### src/rtl/pipe_ctrl_pkg.sv
// Shared types and constants for the pipeline
// sequencing controller.
package pipe_ctrl_pkg;

   typedef enum logic [1:0] {
      ST_RUN        = 2'd0,
      ST_MEM_WAIT   = 2'd1,
      ST_TRAP_DRAIN = 2'd2
   } state_e;

   localparam int          CNT_W   = 32;
   localparam logic [4:0]  X0_ADDR = 5'd0;

endpackage

### src/rtl/load_use_detect.sv
// Load-use hazard: ID reads a register that the
// load currently in EX has not yet returned.
module load_use_detect
   import pipe_ctrl_pkg::*;
(
   input  logic [4:0] i_rs1,
   input  logic [4:0] i_rs2,
   input  logic       i_rs1_used,
   input  logic       i_rs2_used,
   input  logic [4:0] i_ex_rd,
   input  logic       i_ex_wr_en,
   input  logic       i_ex_is_load,
   output logic       o_lu
);

   logic w_rs1_hit;
   logic w_rs2_hit;
   logic w_ld_valid;

   assign w_rs1_hit  = i_rs1_used && (i_rs1 == i_ex_rd);
   assign w_rs2_hit  = i_rs2_used && (i_rs2 == i_ex_rd);
   assign w_ld_valid = i_ex_is_load && i_ex_wr_en
                       && (i_ex_rd != X0_ADDR);
   assign o_lu       = w_ld_valid && (w_rs1_hit || w_rs2_hit);

endmodule

### src/rtl/pipe_hazard_ctrl.sv
// Stall/flush sequencing for IF/ID and ID/EX: load-use,
// branch redirect, data-memory wait with timeout, trap drain.
module pipe_hazard_ctrl
   import pipe_ctrl_pkg::*;
#(
   parameter int MEM_TIMEOUT  = 16,
   parameter int DRAIN_CYCLES = 2
) (
   input  logic             clk_in,
   input  logic             rst_in,
   input  logic [4:0]       id_rs1_addr_in,
   input  logic [4:0]       id_rs2_addr_in,
   input  logic             id_rs1_used_in,
   input  logic             id_rs2_used_in,
   input  logic [4:0]       ex_rd_addr_in,
   input  logic             ex_rf_wr_en_in,
   input  logic             ex_is_load_in,
   input  logic             branch_taken_in,
   input  logic             dmem_req_in,
   input  logic             dmem_ack_in,
   input  logic             trap_req_in,
   output logic             stall_pc_out,
   output logic             stall_reg1_out,
   output logic             stall_reg2_out,
   output logic             flush_reg1_out,
   output logic             flush_reg2_out,
   output logic             trap_ack_out,
   output logic             mem_err_out,
   output logic [1:0]       state_out,
   output logic [CNT_W-1:0] stall_cnt_out
);

   localparam logic [7:0] WAIT_LAST  = 8'(MEM_TIMEOUT - 1);
   localparam logic [3:0] DRAIN_LAST = 4'(DRAIN_CYCLES - 1);

   state_e           r_state;
   logic [7:0]       r_wait_cnt;
   logic [3:0]       r_drain_cnt;
   logic [CNT_W-1:0] r_stall_cnt;

   state_e     w_next;
   logic [7:0] w_wait_nxt;
   logic [3:0] w_drain_nxt;
   logic       w_lu;
   logic       w_stall_pc;
   logic       w_stall_r1;
   logic       w_stall_r2;
   logic       w_flush_r1;
   logic       w_flush_r2;
   logic       w_trap_ack;
   logic       w_mem_err;

   load_use_detect u_lu (
      .i_rs1        (id_rs1_addr_in),
      .i_rs2        (id_rs2_addr_in),
      .i_rs1_used   (id_rs1_used_in),
      .i_rs2_used   (id_rs2_used_in),
      .i_ex_rd      (ex_rd_addr_in),
      .i_ex_wr_en   (ex_rf_wr_en_in),
      .i_ex_is_load (ex_is_load_in),
      .o_lu         (w_lu)
   );

   always_comb begin
      w_stall_pc  = 1'b0;
      w_stall_r1  = 1'b0;
      w_stall_r2  = 1'b0;
      w_flush_r1  = 1'b0;
      w_flush_r2  = 1'b0;
      w_trap_ack  = 1'b0;
      w_mem_err   = 1'b0;
      w_next      = r_state;
      w_wait_nxt  = r_wait_cnt;
      w_drain_nxt = r_drain_cnt;
      unique case (r_state)
         ST_RUN: begin
            if (trap_req_in) begin
               w_stall_pc  = 1'b1;
               w_flush_r1  = 1'b1;
               w_flush_r2  = 1'b1;
               w_next      = ST_TRAP_DRAIN;
               w_drain_nxt = 4'd0;
            end else if (dmem_req_in && !dmem_ack_in) begin
               w_stall_pc  = 1'b1;
               w_stall_r1  = 1'b1;
               w_stall_r2  = 1'b1;
               w_next      = ST_MEM_WAIT;
               w_wait_nxt  = 8'd1;
            end else if (branch_taken_in) begin
               w_flush_r1  = 1'b1;
               w_flush_r2  = 1'b1;
            end else if (w_lu) begin
               w_stall_pc  = 1'b1;
               w_stall_r1  = 1'b1;
               w_flush_r2  = 1'b1;
            end
         end
         ST_MEM_WAIT: begin
            // trap_req_in stays pending until RUN resumes
            if (dmem_ack_in) begin
               w_next = ST_RUN;
            end else begin
               w_stall_pc = 1'b1;
               w_stall_r1 = 1'b1;
               w_stall_r2 = 1'b1;
               if (r_wait_cnt == WAIT_LAST) begin
                  w_mem_err   = 1'b1;
                  w_next      = ST_TRAP_DRAIN;
                  w_drain_nxt = 4'd0;
               end else begin
                  w_wait_nxt = r_wait_cnt + 8'd1;
               end
            end
         end
         ST_TRAP_DRAIN: begin
            w_stall_pc  = 1'b1;
            w_flush_r1  = 1'b1;
            w_flush_r2  = 1'b1;
            w_drain_nxt = r_drain_cnt + 4'd1;
            if (r_drain_cnt == DRAIN_LAST) begin
               w_trap_ack = 1'b1;
               w_next     = ST_RUN;
            end
         end
         default: w_next = ST_RUN;
      endcase
      if (rst_in) begin
         w_stall_pc = 1'b0;
         w_stall_r1 = 1'b0;
         w_stall_r2 = 1'b0;
         w_flush_r1 = 1'b0;
         w_flush_r2 = 1'b0;
         w_trap_ack = 1'b0;
         w_mem_err  = 1'b0;
      end
   end

   always_ff @(posedge clk_in) begin
      if (rst_in) begin
         r_state     <= ST_RUN;
         r_wait_cnt  <= 8'd0;
         r_drain_cnt <= 4'd0;
         r_stall_cnt <= '0;
      end else begin
         r_state     <= w_next;
         r_wait_cnt  <= w_wait_nxt;
         r_drain_cnt <= w_drain_nxt;
         if (w_stall_pc && (r_stall_cnt != '1))
            r_stall_cnt <= r_stall_cnt + 1'b1;
      end
   end

   assign stall_pc_out   = w_stall_pc;
   assign stall_reg1_out = w_stall_r1;
   assign stall_reg2_out = w_stall_r2;
   assign flush_reg1_out = w_flush_r1;
   assign flush_reg2_out = w_flush_r2;
   assign trap_ack_out   = w_trap_ack;
   assign mem_err_out    = w_mem_err;
   assign state_out      = r_state;
   assign stall_cnt_out  = r_stall_cnt;

endmodule
### config.mk
export PLATFORM = sky130hd
export DESIGN_NAME = pipe_hazard_ctrl
export DESIGN_NICKNAME = d
export VERILOG_FILES = /design/src/rtl/pipe_ctrl_pkg.sv /design/src/rtl/load_use_detect.sv /design/src/rtl/pipe_hazard_ctrl.sv
export SDC_FILE = /design/constraint.sdc
export NUM_CORES = 1
export LEC_CHECK = 0
export CAP_MARGIN = 10
export CORE_UTILIZATION = 50
export DETAILED_ROUTE_END_ITERATION = 8
export PLACE_DENSITY = 0.89
export SYNTH_ARGS = -nofsm -noshare
export SYNTH_HDL_FRONTEND = slang
export SYNTH_SLANG_ARGS = --single-unit
export TNS_END_PERCENT = 1
### constraint.sdc
create_clock -name clk_in -period 3 [get_ports clk_in]
set_input_delay 0.6 -clock clk_in [delete_from_list [all_inputs] [get_ports clk_in]]
set_output_delay 0.6 -clock clk_in [all_outputs]
set_load 0.02 [all_outputs]
# [Word-level counts from Yosys, hierarchy flattened]
# Cells that the tools add are included.
[word_totals] register_bits=46 latch_bits=0 ramBits=0 mem_bits_ro=0 input_bits=25 out_inout_bits=41 wordCells=85 memories=0
[classes] addsub=3 multipliers=0 div=0 n_lt_le_gt_ge=0 n_eq_ne=16 n_shift=0 muxes=46 n_bitwise=0 reduce_logical=16
[ops] op="$add 32x1->32 const B" count=1
[ops] op="$mux 8" count=4
[ops] op="$ne 32x32->1 const B" count=1
[ops] op="$mux 1" count=26
[ops] op="$pmux 8 s2" count=1
[ops] op="$ne 2x2->1 const B" count=7
[ops] op="$mux 4" count=3
[ops] op="$pmux 4 s3" count=1
[ops] op="$eq 5x5->1" count=2
[ops] op="$mux 2" count=5
[ops] op="$add 8x1->8 const B" count=1
[ops] op="$eq 8x4->1 const B" count=1
[ops] op="$pmux 1 s2" count=4
[ops] op="$logic_and 1x1->1" count=7
[ops] op="$ne 3x3->1 const B" count=2
[ops] op="$pmux 2 s3" count=1
[ops] op="$reduce_and 5->1" count=1
[ops] op="$reduce_bool 5->1" count=1
[ops] op="$add 4x1->4 const B" count=1
[ops] op="$eq 4x1->1 const B" count=1
[ops] op="$reduce_and 4->1" count=1
[ops] op="$pmux 1 s3" count=1
[ops] op="$reduce_and 3->1" count=1
[ops] op="$reduce_bool 3->1" count=1
[ops] op="other kinds (6)" count=6

# [Longest topological paths before layout]
[depth] ltp_word=11 depth_mapped=10 ltp_nobuf=7

# [By module]
# Synthesis repeated with hierarchy kept, for this count alone.
[unflattened] cells_unflattened=314 area_unflattened_um2=2593.7
[by_module_without_submodules] module="pipe_hazard_ctrl" instances=1 cells_each=297 area_per_inst_um2=2458.6 seq_area_each_um2=920.9
[by_module_without_submodules] module="load_use_detect" instances=1 cells_each=17 area_per_inst_um2=135.1 seq_area_each_um2=0.0

# [Least setup slack after synthesis]
# OpenSTA, ideal clock, no wires.
[synth_path] path_kind="input to output" start="input port ex_rd_addr_in[0]" end="output port stall_pc_out" arrival_time_ps=1963 t_required_ps=2400 setup_slack_ps=437 cell_stages=6 cell_sequence="or3_1 > o311a_1 > a31oi_4 > buf_6 > buf_4 > inv_1"
[synth_via] elab_chain_cells=10 elab_cells_between_ends=14
[synth_lines] item="start: declaration" line_no="pipe_hazard_ctrl.sv:15" text="input logic [4:0] ex_rd_addr_in,"
[synth_lines] item="$eq 5x5->1, on equally long branches" line_no="load_use_detect.sv:20, load_use_detect.sv:21"
[synth_lines] item="$logic_and 1x1->1, on equally long branches" line_no="load_use_detect.sv:20, load_use_detect.sv:21"
[synth_lines] item="$logic_or 1x1->1" line_no="load_use_detect.sv:24" text="assign o_lu = w_ld_valid && (w_rs1_hit || w_rs2_hit);"
[synth_lines] item="$logic_and 1x1->1 (*)" line_no="load_use_detect.sv:24"
[synth_lines] item="$mux 1 (*)" line_no="pipe_hazard_ctrl.sv:92" text="end else if (w_lu) begin"
[synth_lines] item="$mux 1 (*)" line_no="pipe_hazard_ctrl.sv:89" text="end else if (branch_taken_in) begin"
[synth_lines] item="$mux 1 (*)" line_no="pipe_hazard_ctrl.sv:83" text="end else if (dmem_req_in && !dmem_ack_in) begin"
[synth_lines] item="$mux 1 (*)" line_no="pipe_hazard_ctrl.sv:77" text="if (trap_req_in) begin"
[synth_lines] item="$pmux 1 s3 (*)" line_no="pipe_hazard_ctrl.sv:75" text="unique case (r_state)"
[synth_lines] item="$mux 1 (*)" line_no="pipe_hazard_ctrl.sv:127" text="if (rst_in) begin"
[synth_lines] item="end: declaration" line_no="pipe_hazard_ctrl.sv:22" text="output logic stall_pc_out,"
# Mark *: on every way between the ends. The rest lies on a longest branch, timed or not.

# [Worst setup path in the final report]
[layout_path] start="input port ex_rd_addr_in[3]" end="output port stall_reg1_out"
[layout_via] elab_chain_cells=10 elab_cells_between_ends=14
[layout_lines] item="$eq 5x5->1, on equally long branches" line_no="load_use_detect.sv:20, load_use_detect.sv:21"
[layout_lines] item="$logic_and 1x1->1, on equally long branches" line_no="load_use_detect.sv:20, load_use_detect.sv:21"
[layout_lines] item="$logic_or 1x1->1" line_no="load_use_detect.sv:24"
[layout_lines] item="$logic_and 1x1->1 (*)" line_no="load_use_detect.sv:24"
[layout_lines] item="$mux 1 (*)" line_no="pipe_hazard_ctrl.sv:92"
[layout_lines] item="$mux 1 (*)" line_no="pipe_hazard_ctrl.sv:89"
[layout_lines] item="$mux 1 (*)" line_no="pipe_hazard_ctrl.sv:83"
[layout_lines] item="$mux 1 (*)" line_no="pipe_hazard_ctrl.sv:77"
[layout_lines] item="$pmux 1 s2 (*)" line_no="pipe_hazard_ctrl.sv:75"
[layout_lines] item="$mux 1 (*)" line_no="pipe_hazard_ctrl.sv:127"
[layout_lines] item="end: declaration" line_no="pipe_hazard_ctrl.sv:23" text="output logic stall_reg1_out,"
# Marked as above.

==> summary.txt <==
Placement
  • RePlAce Congestion: 0.838
  • Port buffer count: 65
  • Placed cell count: 470
  • Dpl cell area: 3540 µm²
  • Worst slack, placed: -0.322 ns
  • Hpwl dp: 5.07 mm

Floorplan
  • Starting Density: 0.532
  • Die extent in y: 76.4 µm
  • Die ar.: 5840 µm²
  • Core Area: 5200 µm²
  • Die width: 76.4 µm
  • Rows: 26
  • Num ports: 66

Cells and area
  • Commonest non-fill, non-tap cells in the layout: clkdlybuf4s50_1, dfxtp_1, nor2_1, nand2_1, a21oi_1
  • Fin nets: 436
  • Area delta synth->final: 31.5%
  • Share of cells above drive strength 1: 0.110
  • Commonest non-fill, non-tap cell in the layout: clkdlybuf4s50_1
  • Design area: 3640 µm²
  • Post-Route Utilization: 0.699
  • Antenna Cells: 0
  • Fin cells: 478

Logic synthesis
  • Syn Std Cell Area: 2770 µm²
  • Primary FF master, synth: dfxtp_1
  • Yosys cell types: 55
  • Sequential area share after synthesis: 0.333
  • Synthesized area per cell: 8.26 µm²
  • Asr flop ratio synth: 0
  • Syn nets: 364
  • Synth Instances: 335
  • Number of synthesized flops with an enable pin: 0
  • Seq cells post-synth: 46
  • Syn. warnings: 0

Clocking
  • CTS tree: done
  • Postcts setup bufs: 0
  • H-tree depth: 2
  • Clk root buf: clkbuf_8
  • Inserted Clock Buffers: 5
  • Worst-skew pair later-pin latency: 0.31 ns
  • Clk sink count: 46
  • Clock-pin slew on the worst setup and hold paths: 0.08 ns
  • CTS max path bufs: 2

Drt
  • Residual DRC: 0
  • Post-DRT Antenna Nets: 0
  • Vias/cell: 5.94
  • WL final: 6.94 mm
  • First-pass detailed-route iteration total: 5
  • Vias: 2839
  • Initial DRC count: 273
  • WL per Instance: 14.5 µm

STA
  • Max-Slew Margin vs Limit: 0.648
  • Slack of the critical path: 0.151 ns
  • Unrepaired setup endpoints after global routing: no
  • Slew of the pin with the lowest slew margin: 0.524 ns
  • Final period util: 0.950
  • Clk_skew: 0.0102 ns
  • F_max: 351 MHz
  • Fin. Hold Viols: 0
  • Fin crit period: 2.85 ns
  • Max Transition Viols Final: 0
  • Setup violators final: 0

Status
  • Status: finished, final reports clean

Worst setup path
  • Worst Setup End Kind: output pin
  • CP Data Arrival Time: 2.25 ns
  • Worst Path Required: 2.40 ns
  • Crit start category: primary input
  • Setup Crit Path Kind: in -> out
  • CP Max Fanout: 3

Global route
  • Grt total ovfl: 0
  • Vias in the first global route: 2674
  • Largest net degree at the start of global routing: 55
  • First-pass GRT wire length: 11.8 mm
  • Initial antenna violation count: 0
  • Global Route Usage Sum: 0.244

Power
  • Worst vdd ir: 222 µV
  • Final Power: 1.20 mW
  • Power Density: 330 nW/µm²
  • Static Leakage: 1.22 nW

Job
  • Max-Cap Viols: 0

Worst hold path
  • Worst Hold Class: reg -> reg
[path summary, 6_finish.rpt]
path,depth (start not counted),to,from,slack (ns)
hold reg to reg,1,r_drain_cnt[3]$_SDFFE_PP0P_,r_drain_cnt[3]$_SDFFE_PP0P_,0.50
hold / removal,1,r_drain_cnt[3]$_SDFFE_PP0P_,r_drain_cnt[3]$_SDFFE_PP0P_,0.50
setup reg to reg,8,stall_cnt_out[15]$_SDFFE_PP0P_,stall_cnt_out[1]$_SDFFE_PP0P_,0.55
setup / recovery,8,stall_reg1_out,ex_rd_addr_in[3],0.15
[stage by stage]
step	hold WS, ns	setup TNS, ns
after floorplan	0.437	0
after global placement	0.454	-1.26
after detailed placement	0.474	-1.65
after CTS	0.495	0
after global routing	0.514	0
final	0.501	0
[flip-flops by register name (all words and copies together) (netlist names)]
name and count:
stall_cnt_out 32, state_out 2, r_wait_cnt 8, r_drain_cnt 4
[what timing repair did]
action / 4_1_cts / 5_1_grt
gates resized for setup: 12 / 4
setup endpoints to repair: 4 / 3
hold buffers: 0 / 0
cloned: 0 / 0
[report_power, final]
part	internal, mW	total [mW]	switching, mW
Sequential	0.616	0.625	0.00921
Combinational	0.0851	0.177	0.0919
Clock	0.185	0.400	0.214
[per-layer routing]
layer	share of wire	vias up	GRT usage	wire (µm)
met4	0.016	0	0.0846	114
met2	0.52	101	0.445	3590
li1	-	1412	-	-
met3	0.047	10	0.0443	325
met1	0.42	1316	0.282	2920
met5	0	-	0	0
[final cells by class]
cell class              instances  area, µm²
clock buffers                   6       82.6
well taps                      70       87.6
multi-input cells             263       1710
repair buffers                 83        801
fillers                       415       1570
clock inverters                 2       12.5
flip-flops and latches         46        921
inverters                       8       30.0
[kinds of logic (layout without fill, tap and decap cells)]
family	count (synthesis)	after routing	synth area share
muxes	10	10	0.0398
adders and majority gates	4	4	0.0181
buffers and inverters	26	99	0.0511
AOI/OAI and AO/OA	75	75	0.191
xor gates and xnor gates	16	16	0.0506
and+or+nand+nor	158	158	0.317
DFF	46	46	0.333
[worst max-delay path: stages]
cell and delay (ns):
clkdlybuf4s50_1 0.54, xnor2_1 0.14, nand4_1 0.11, o22ai_2 0.20, a31oi_1 0.11, o31a_1 0.24, nor3_1 0.13, buf_2 0.19
[Yosys cell counts, types with 8 or more instances]
master / number / share of area
nand2_1: 28 / 0.038
mux2_2: 8 / 0.033
nor4_1: 13 / 0.029
nand3_1: 16 / 0.029
nor2b_1: 10 / 0.023
xnor2_1: 12 / 0.038
a21oi_1: 24 / 0.043
nand4_1: 13 / 0.029
inv_1: 8 / 0.011
nor2_1: 31 / 0.042
dfxtp_1: 46 / 0.33
o31ai_1: 18 / 0.049
or4_1: 17 / 0.046
(Power assumes the default switching activity.)
